[src/rtl/sm_add_pkg.sv]
// Shared types and helpers for the sign-magnitude adder arbiter.
// Optional overflow output is enabled by SM_ADD_OVF_EN.
package sm_add_pkg;

  typedef enum logic [1:0] {
    IDLE,
    EXEC,
    RESP
  } state_e;

  localparam logic SIGN_POS = 1'b0;

  function automatic int id_w(input int nreq);
    return (nreq > 1) ? $clog2(nreq) : 1;
  endfunction

endpackage

[src/rtl/sm_add_core.sv]
// Combinational sign-magnitude add/subtract with zero-sign normalisation.
// SM_ADD_OVF_EN exposes the carry-out of same-sign additions.
module sm_add_core
  import sm_add_pkg::*;
#(
  parameter int N = 4
) (
  input  logic [N-1:0] a_i,
  input  logic [N-1:0] b_i,
  input  logic         sa_i,
  input  logic         sb_i,
  output logic [N-1:0] mag_o,
`ifdef SM_ADD_OVF_EN
  output logic         ovf_o,
`endif
  output logic         sign_o
);

  logic         gt;
  logic [N-1:0] mx;
  logic [N-1:0] mn;
  logic [N-1:0] diff;
  logic [N:0]   sum;

  assign gt   = a_i > b_i;
  assign mx   = gt ? a_i : b_i;
  assign mn   = gt ? b_i : a_i;
  assign diff = mx - mn;
  assign sum  = {1'b0, a_i} + {1'b0, b_i};

  always_comb begin
    mag_o  = sum[N-1:0];
    sign_o = sa_i;
    if (sa_i != sb_i) begin
      mag_o = diff;
      // no negative zero
      if (diff == '0)
        sign_o = SIGN_POS;
      else
        sign_o = gt ? sa_i : sb_i;
    end
  end

`ifdef SM_ADD_OVF_EN
  assign ovf_o = (sa_i == sb_i) & sum[N];
`else
  logic unused_carry;
  assign unused_carry = sum[N];
`endif

endmodule

[src/rtl/sm_add_arbiter.sv]
// Round-robin arbiter sharing one sign-magnitude adder among NREQ agents.
// Define SM_ADD_OVF_EN to add the registered res_ovf output.
module sm_add_arbiter
  import sm_add_pkg::*;
#(
  parameter  int N    = 4,
  parameter  int NREQ = 2,
  localparam int IDW  = id_w(NREQ)
) (
  input  logic              clk,
  input  logic              reset_n,
  input  logic [NREQ-1:0]   req,
  input  logic [NREQ-1:0]   sign_a,
  input  logic [NREQ-1:0]   sign_b,
  input  logic [NREQ*N-1:0] a,
  input  logic [NREQ*N-1:0] b,
  output logic [NREQ-1:0]   gnt,
  output logic              res_valid,
  input  logic              res_ready,
  output logic [IDW-1:0]    res_id,
  output logic [N-1:0]      res_mag,
`ifdef SM_ADD_OVF_EN
  output logic              res_ovf,
`endif
  output logic              res_sign
);

  state_e         state_q;
  logic [IDW-1:0] ptr_q;
  logic [IDW-1:0] id_q;
  logic [N-1:0]   a_q;
  logic [N-1:0]   b_q;
  logic           sa_q;
  logic           sb_q;

  logic [IDW-1:0] win;
  logic           any_req;
  logic           take;
  logic [N-1:0]   core_mag;
  logic           core_sign;
`ifdef SM_ADD_OVF_EN
  logic           core_ovf;
`endif

  // search starts one past the last winner
  always_comb begin
    win     = ptr_q;
    any_req = 1'b0;
    for (int k = 1; k <= NREQ; k++) begin
      if (!any_req && req[(int'(ptr_q) + k) % NREQ]) begin
        any_req = 1'b1;
        win     = IDW'((int'(ptr_q) + k) % NREQ);
      end
    end
  end

  assign take = (state_q == IDLE) && any_req;

  assign gnt = (take && reset_n)
             ? ({{(NREQ-1){1'b0}}, 1'b1} << win)
             : '0;

  sm_add_core #(
    .N(N)
  ) u_core (
    .a_i    (a_q),
    .b_i    (b_q),
    .sa_i   (sa_q),
    .sb_i   (sb_q),
    .mag_o  (core_mag),
`ifdef SM_ADD_OVF_EN
    .ovf_o  (core_ovf),
`endif
    .sign_o (core_sign)
  );

  always_ff @(posedge clk or negedge reset_n) begin
    if (!reset_n) begin
      state_q   <= IDLE;
      ptr_q     <= IDW'(NREQ - 1);
      id_q      <= '0;
      a_q       <= '0;
      b_q       <= '0;
      sa_q      <= 1'b0;
      sb_q      <= 1'b0;
      res_valid <= 1'b0;
      res_id    <= '0;
      res_mag   <= '0;
      res_sign  <= 1'b0;
`ifdef SM_ADD_OVF_EN
      res_ovf   <= 1'b0;
`endif
    end else begin
      unique case (state_q)
        IDLE: begin
          if (take) begin
            a_q     <= a[int'(win)*N +: N];
            b_q     <= b[int'(win)*N +: N];
            sa_q    <= sign_a[win];
            sb_q    <= sign_b[win];
            id_q    <= win;
            ptr_q   <= win;
            state_q <= EXEC;
          end
        end
        EXEC: begin
          res_mag   <= core_mag;
          res_sign  <= core_sign;
          res_id    <= id_q;
`ifdef SM_ADD_OVF_EN
          res_ovf   <= core_ovf;
`endif
          res_valid <= 1'b1;
          state_q   <= RESP;
        end
        RESP: begin
          if (res_ready) begin
            res_valid <= 1'b0;
            state_q   <= IDLE;
          end
        end
        default: state_q <= IDLE;
      endcase
    end
  end

endmodule

[config.mk]
export PLATFORM = sky130hd
export DESIGN_NAME = sm_add_arbiter
export DESIGN_NICKNAME = d
export VERILOG_FILES = /design/src/rtl/sm_add_pkg.sv /design/src/rtl/sm_add_core.sv /design/src/rtl/sm_add_arbiter.sv
export SDC_FILE = /design/constraint.sdc
export NUM_CORES = 1
export LEC_CHECK = 0
export ABC_AREA = 1
export BUFFER_PORTS_ARGS = -buffer_cell sky130_fd_sc_hd__clkbuf_2
export CORE_ASPECT_RATIO = 1.75
export CORE_MARGIN = 1
export CORE_UTILIZATION = 52
export DETAILED_ROUTE_END_ITERATION = 8
export PLACE_DENSITY_LB_ADDON = 0.2
export REMOVE_ABC_BUFFERS = 1
export SLEW_MARGIN = 20
export SYNTH_ARGS = -nofsm -noshare
export SYNTH_HDL_FRONTEND = slang
export SYNTH_SLANG_ARGS = --single-unit
[constraint.sdc]
create_clock -name clk -period 2.9 [get_ports clk]
set_clock_uncertainty 0.15 [all_clocks]
set_input_delay 0.435 -clock clk [delete_from_list [all_inputs] [get_ports clk]]
set_output_delay 0.435 -clock clk [all_outputs]
set_load 0.03 [all_outputs]
Word level (Yosys, flattened, before mapping)

Cells that the tools add are included.

Bits in registers: 21
Bits in latches: 0
Memory bits (read-only): 0
Bits of input ports: 25
Memories: 0
RAM bits: 0

Reduce and logical (&&, ||, !) cells: 10
Eq/ne operators: 5
Bitwise gates (word level): 2
$add $sub $neg: 4
Order comparisons: 4
Muxes and demuxes: 26
Multiply operators: 0
Shift operators: 3
Divide/modulo/power cells: 0

Operator list:

| cell                | count |
|---|---|
| $mux 1              | 18 |
| $shiftx 8x4->4      | 2 |
| $mux 4              | 3 |
| $lt 2x3->1 const B  | 2 |
| $mux 2              | 3 |
| $pmux 2 s3          | 1 |
| $reduce_and 2->1    | 3 |
| $add 4x4->4         | 1 |
| $gt 4x4->1          | 1 |
| $logic_not 4->1     | 1 |
| $ne 2x2->1 const B  | 2 |
| $sub 4x4->4         | 1 |
| $logic_and 1x1->1   | 3 |
| $add 1x1->1 const B | 2 |
| $and 1x1->1 const A | 2 |
| $eq 2x1->1 const B  | 1 |
| $eq 2x2->1 const B  | 1 |
| $logic_not 2->1     | 1 |
| $lt 1x2->1 const B  | 1 |
| $pmux 1 s2          | 1 |
| $reduce_bool 2->1   | 1 |
| $shl 1x1->2 const A | 1 |
| $logic_not 1->1     | 1 |
| $ne 1x1->1          | 1 |

Depth between registers and ports, before layout

Gate-level depths: netlist of the first run.

Depth after elaboration: 12
Gate-level depth with buffers: 18
Mapped depth without buffers: 18

Hierarchy

From an unflattened synthesis of the first run, not the netlist that was laid out.

Cell total of the unflattened synthesis: 209
Area, all modules: 1615.3 µm²

Modules (own cells, without submodules):

| module         | area each (µm²) | instances | cells each |
|---|---|---|---|
| sm_add_arbiter | 1127.3          | 1         | 130 |
| sm_add_core    | 488.0           | 1         | 79 |

Worst setup path before layout of the first run

No wires, ideal clock.

Kind: register to register
Start point: register a_q[3]
End point: register res_sign
Required time: 2633 ps
Cell stages (with the launch flop): 13
Slack: 595 ps
Arrival: 2039 ps
Path buffers: 0
Period minus slack after synthesis: 2305 ps
Path through: dfrtp_1 > ha_1 > a21oi_1 > nand2_4 > nand2_4 > nand2_2 > and2_1 > ha_1 > nor3b_1 > and3_1 > nand2_1 > nand2_1 > nand2_1

Cells in the longest elaborated chain, start to end: 6

RTL lines:

| what                             | RTL line                             | text |
|---|---|---|
| start: declaration               | sm_add_arbiter.sv:31                 | `logic [N-1:0] a_q;` |
| start signal: assignment         | sm_add_arbiter.sv:97                 | `a_q <= a[int'(win)*N +: N];` |
| $gt 4x4->1                       | sm_add_core.sv:25                    | `assign gt = a_i > b_i;` |
| $mux 4, on equally long branches | sm_add_core.sv:26, sm_add_core.sv:27 |  |
| $sub 4x4->4                      | sm_add_core.sv:28                    | `assign diff = mx - mn;` |
| $logic_not 4->1                  | sm_add_core.sv:37                    | `if (diff == '0)` |
| $mux 1 (*)                       | sm_add_core.sv:37                    |  |
| $mux 1 (*)                       | sm_add_core.sv:34                    | `if (sa_i != sb_i) begin` |
| end signal: assignment           | sm_add_arbiter.sv:108                | `res_sign <= core_sign;` |
| end: declaration                 | sm_add_arbiter.sv:25                 | `output logic res_sign` |

Mark *: on every way between the ends. The rest lies on a longest branch, timed or not.
A chain may end at the register's enable or synchronous reset.

Final worst setup path of the first run

Ends and elaborated chain as after synthesis.

==> results of run 1 <==
==> layer usage <==
| layer | track usage, % | vias to the layer above | share of wire, % |
|---|---|---|---|
| met5 | 0 | - | 0 |
| met4 | 8.15 | 0 | 1.5 |
| met3 | 2.22 | 5 | 2.5 |
| met2 | 45.1 | 31 | 56 |
| met1 | 27.9 | 563 | 40 |
| li1 | - | 636 | - |
==> final timing paths <==
check | cells after the start | endpoint | from
max in group asynchronous | 2 | ptr_q$_DFFE_PN1P_ | reset_n
worst max register to register | 12 | res_sign$_DFFE_PN0P_ | a_q[3]$_DFFE_PN0P_
worst min register to register | 2 | res_sign$_DFFE_PN0P_ | res_sign$_DFFE_PN0P_
worst min-delay path | 2 | res_mag[1]$_DFFE_PN0P_ | reset_n
worst max-delay path | 12 | res_sign$_DFFE_PN0P_ | a_q[3]$_DFFE_PN0P_
min in group clk | 2 | state_q[1]$_DFFE_PN0P_ | res_ready
==> synth_stat cells (all sizes together) <==
cell type / number
nand2: 43
inv: 26
dfrtp: 20
o21ai: 19
nor2: 17
mux2: 10
nand3: 10
ha: 8
a21oi: 5
clkbuf: 2
clkinv: 2
nand4: 2
a211oi: 1
a31oi: 1
and2: 1
and3: 1
buf: 1
dfstp: 1
fa: 1
nand3b: 1
nor3: 1
nor3b: 1
o31ai: 1
==> layout make-up <==
type	instances	area [um2]
timing repair buffer	35	180
sequential	21	527
clock buffer	4	45.0
fill	221	867
tap	26	32.5
multi-input combinational	123	736
inverter	28	105
==> power by group <==
part | leakage, nW | switching [W] | internal, W
Sequential | 0.254 | 0.0000919 | 0.000444
Clock | 0.0228 | 0.0000983 | 0.0000981
Combinational | 0.588 | 0.000942 | 0.000517
==> per-stage QoR <==
stage | total power [W] | util, % | instances
after floorplan | 0.00167 | - | 172
after global placement | 0.00197 | 63.4 | 233
after detailed placement | 0.00199 | 63.4 | 233
after CTS | 0.00220 | 65.2 | 237
after global routing | 0.00242 | 65.2 | 237
final | 0.00219 | 65.2 | 237
==> flip-flops by register name, summed over array words and instances (netlist names) <==
name,cells
res_mag,4
id_q,1
res_valid,1
sa_q,1
state_q,2
sb_q,1
ptr_q,1
res_sign,1
b_q,4
res_id,1
a_q,4
==> cells by family (layout without fill, tap and decap cells) <==
kind of cell	after synthesis	in the layout	share of synthesized area, %
buffers and inverters	31	67	8.52
and+or+nand+nor	77	77	25.9
adders and majority gates	9	9	8.70
AOI/OAI and AO/OA	27	27	10.5
DFF	21	21	38.2
muxes	10	10	8.16
==> out/metrics.yaml, run 1 <==
cp_slowest_cell: "dfrtp_1"
via_per_inst: 5.21
path_max_fanout: 6
initial_core_util_pct: 55.4
grt_max_degree: 23
cts_resized: 0
post-place-ws_ns: 0.391
worst_slack_ns: 0.321
max_freq_ghz: 0.388
drv_cap: 0
antenna_found_initial: 0
syn_to_final_growth_pct: 17.8
final_common_cell: "nand2_1"
yosysTopAreaCell: "dfrtp_1"
critPathBufInv: 0
ir_drop_uv: 630
worstPathRequired_ns: 2.91
rrSetupSlack_ns: 0.32
synthCells: 175
synth_seq_cells: 21
drive_gt1_share_pct: 26.1
vias: 1235
placed_area_mm2: 0.00158
drtPass1Iterations: 4
period_share_pct: 88.9
nNetsFinal: 246
die_x_um: 40.9
final_cell_mix: "nand2_1 (37), clkbuf_2 (33), inv_1 (20), dfrtp_1 (20), nor2_1 (17)"
drtAntennaViolNets: 0
gp_congestion: 0.896
seq_area_frac_synth_pct: 38.2
wirelength_mm: 3.02
period_minus_slack_ns: 2.58
die_area_mm2: 0.00287
crit_family: "simple AND/OR/NAND/NOR gates"
slew_headroom_pct: 76.4
ios: 34
status: "finished clean"
syn_area_mm2: 0.00138
startpoint_type: "register"
grt_pass1_vias: 1259
cts_tree: "done"
drtIter0Drc: 19
grt.total_usage_pct: 25.2
slew_violations: 0
coreArea_mm2: 0.00249
grt.overflow.total: 0
root_buffer: "clkbuf_8"
post_cts_buffers: 0
setup_tns_ns: 0
rsz0062_at_grt: "no"
syn_area_per_cell_um2: 7.89
cts_inserted_buffers: 3
crit_arrival_ns: 2.59
num_rows: 24
yosysTopAreaCellShare_pct: 36.3
cts_sinks: 21
design_area_mm2: 0.00163
hold_buffers: 0
hp-class: "input pin to asynchronous set/reset pin"
yosysUniqueCellTypes: 30
port_buffers: 33
crit_path_frequent_cell: "nand2_1"
finalSetupViolations: 0
hold_slack_ns: 0.0405
htreeDepth: 1
path_cells: "ha_1, a21oi_1, nand2_4, nand2_4, nand2_2, and2_1, ha_1, nor3b_1, and3_1, nand2_1, nand2_1, nand2_1"
ys.warnings.count: 0
clockBufferDepth: 2
hold_viol_final: 0
diodes: 0
tightestPinTransition_ns: 0.352
netlist_top_cells_area: "dfrtp_1 (36%), nand2_1 (10%), ha_1 (7.3%), mux2_1 (6.5%), inv_1 (5.4%)"
die_h_um: 70.2
post-route-drc-count: 0
clk_latency_ns: 0.26
cts.clk_slew.worst_paths_ns: 0.08
criticalPathCategory: "register to register"
detail_route.wl_per_cell_um: 12.7
endpoint_kind: "register"
slowest_delay_ns: 0.40
grt_pass1_wl_mm: 5.13
dp_hpwl_mm: 2.43
p_leak_nw: 0.864
power_density_mw_per_mm2: 1350
(Power assumes the default switching activity.)
==> run 2: changes to the inputs <==
--- a/config.mk
+++ b/config.mk
@@ -6,11 +6,12 @@
 export NUM_CORES = 1
 export LEC_CHECK = 0
 export ABC_AREA = 1
-export BUFFER_PORTS_ARGS = -buffer_cell sky130_fd_sc_hd__clkbuf_2
 export CORE_ASPECT_RATIO = 1.75
 export CORE_MARGIN = 1
-export CORE_UTILIZATION = 52
+export CORE_UTILIZATION = 60
+export CTS_CLUSTER_DIAMETER = 120
 export DETAILED_ROUTE_END_ITERATION = 8
+export DONT_BUFFER_PORTS = 1
 export PLACE_DENSITY_LB_ADDON = 0.2
 export REMOVE_ABC_BUFFERS = 1
 export SLEW_MARGIN = 20
==> out/metrics.yaml, run 2 (same netlist as run 1, synthesis figures left out) <==
drtPass1Iterations: 4  # unchanged
htreeDepth: 1  # unchanged
vias: 1134  # was 1235
drtIter0Drc: 17  # was 19
criticalPathCategory: "register to register"  # unchanged
ios: 34  # unchanged
post-route-drc-count: 0  # unchanged
detail_route.wl_per_cell_um: 13.8  # was 12.7 um
period_minus_slack_ns: 2.56  # was 2.58 ns
setup_tns_ns: 0  # unchanged
final_common_cell: "nand2_1"  # unchanged
power_w: 0.00208  # was 0.00219 W
cts_inserted_buffers: 3  # unchanged
die_area_mm2: 0.00250  # was 0.00287 mm2
cts_tree: "done"  # unchanged
hold_buffers: 1  # was 0
nNetsFinal: 215  # was 246
grt_pass1_wl_mm: 4.43  # was 5.13 mm
syn_to_final_growth_pct: 5.53  # was 17.8%
wl_met1_mm: 1.07  # was 1.20 mm
diodes: 0  # unchanged
post_cts_buffers: 0  # unchanged
power_density_mw_per_mm2: 1430  # was 1350 mW/mm2
slew_violations: 0  # unchanged
dp_hpwl_mm: 2.18  # was 2.43 mm
startpoint_type: "register"  # unchanged
path_max_fanout: 6  # unchanged
initial_core_util_pct: 65.1  # was 55.4%
drive_gt1_share_pct: 12.8  # was 26.1%
reg_top3: "a_q (4), b_q (4), res_mag (4)"  # unchanged
finalSetupViolations: 0  # unchanged
period_share_pct: 88.4  # was 88.9%
ir_drop_uv: 786  # was 630 uV
hp-class: "input pin to register"  # was input pin to asynchronous set/reset pin
dr_wl_met3_um: 100  # was 77 um
slew_headroom_pct: 33.3  # was 76.4%
clk_latency_ns: 0.31  # was 0.26 ns
p_leak_nw: 0.728  # was 0.864 nW
via_per_inst: 5.56  # was 5.21
grt.total_usage_pct: 25.0  # was 25.2%
rr_worst_depth: 12  # unchanged
coreArea_mm2: 0.00212  # was 0.00249 mm2
wirelength_mm: 2.82  # was 3.02 mm
grt.overflow.total: 0  # unchanged
cts_sinks: 21  # unchanged
tightestPinTransition_ns: 0.998  # was 0.352 ns
grt_max_degree: 23  # unchanged
die_h_um: 65.4  # was 70.2 um
rsz0062_at_grt: "no"  # unchanged
cts.clk_slew.worst_paths_ns: 0.12  # was 0.08 ns
clockBufferDepth: 2  # unchanged
final_cell_mix: "nand2_1 (37), inv_1 (20), dfrtp_1 (20)"  # was nand2_1 (37), clkbuf_2 (33), inv_1 (20), dfrtp_1 (20), nor2_1 (17)
die_x_um: 38.3  # was 40.9 um
antenna_found_initial: 0  # unchanged
root_buffer: "clkbuf_4"  # was clkbuf_8
crit_arrival_ns: 2.63  # was 2.59 ns
worstPathRequired_ns: 2.97  # was 2.91 ns
endpoint_kind: "register"  # unchanged
wl_met2_mm: 1.57  # was 1.70 mm
gp_congestion: 0.909  # was 0.896
grt_pass1_vias: 1107  # was 1259
final_util_pct: 68.7  # was 65.2%
port_buffers: 0  # was 33
drv_cap: 0  # unchanged
max_freq_ghz: 0.390  # was 0.388 GHz
num_rows: 22  # was 24
hold_viol_final: 0  # unchanged
cts_resized: 0  # unchanged
status: "finished clean"  # unchanged
drtAntennaViolNets: 0  # unchanged
whs_path_depth: 1
top_layer: "met4"  # unchanged
[run 2: cell types whose count changed in the layout (fill, tap and decap cells not counted)]
cell           before  now
clkbuf_4            0    3
clkbuf_8            3    0
clkbuf_2           33    0
buf_4               2    3
dlygate4sd3_1       0    1
[run 2: final timing paths]
path | start | end | slack (ns)
min in group asynchronous | reset_n | res_mag[0]$_DFFE_PN0P_ | 0.57
max in group asynchronous | reset_n | sb_q$_DFFE_PN0P_ | 1.42
min | res_ready | state_q[1]$_DFFE_PN0P_ | 0.07
min reg2reg | a_q[3]$_DFFE_PN0P_ | a_q[3]$_DFFE_PN0P_ | 0.36
max | a_q[3]$_DFFE_PN0P_ | res_sign$_DFFE_PN0P_ | 0.34
max reg2reg | a_q[3]$_DFFE_PN0P_ | res_sign$_DFFE_PN0P_ | 0.34
[run 2: per-stage QoR]
stage / hold WS, ns / area (um2) / setup WS (ns) / cells
floorplan: -0.0106 / 1370 / 0.587 / 172
global placement: -0.0102 / 1420 / 0.450 / 199
detailed placement: -0.0102 / 1420 / 0.371 / 199
CTS: 0.0630 / 1460 / 0.352 / 204
global route: 0.0559 / 1460 / 0.205 / 204
finish: 0.0720 / 1460 / 0.337 / 204
[run 2: final cells by class]
class / instances / area (um2)
fillers: 186 / 663
inverters: 28 / 105
clock buffers: 4 / 26.3
repair buffers: 4 / 32.5
well taps: 24 / 30.0
multi-input cells: 123 / 736
flip-flops and latches: 21 / 527
[run 2: where the power goes]
part           internal, W  switching (W)
Clock            0.0000538      0.0000914
Sequential        0.000442       0.000195
Combinational     0.000478       0.000823
[run 2: metal layers]
metal  track usage (%)  vias up
li1                  -      572
met1              25.2      532
met2              47.5       24
met3              3.04        6
met4              10.3        0
met5                 0        -
[run 2: critical path: stages, from the launching register on]
cell	delay (ns)
dfrtp_1	0.40
ha_1	0.39
a21oi_1	0.31
nand2_4	0.12
nand2_4	0.10
nand2_2	0.05
and2_1	0.13
ha_1	0.28
nor3b_1	0.21
and3_1	0.18
nand2_1	0.05
nand2_1	0.05
nand2_1	0.04
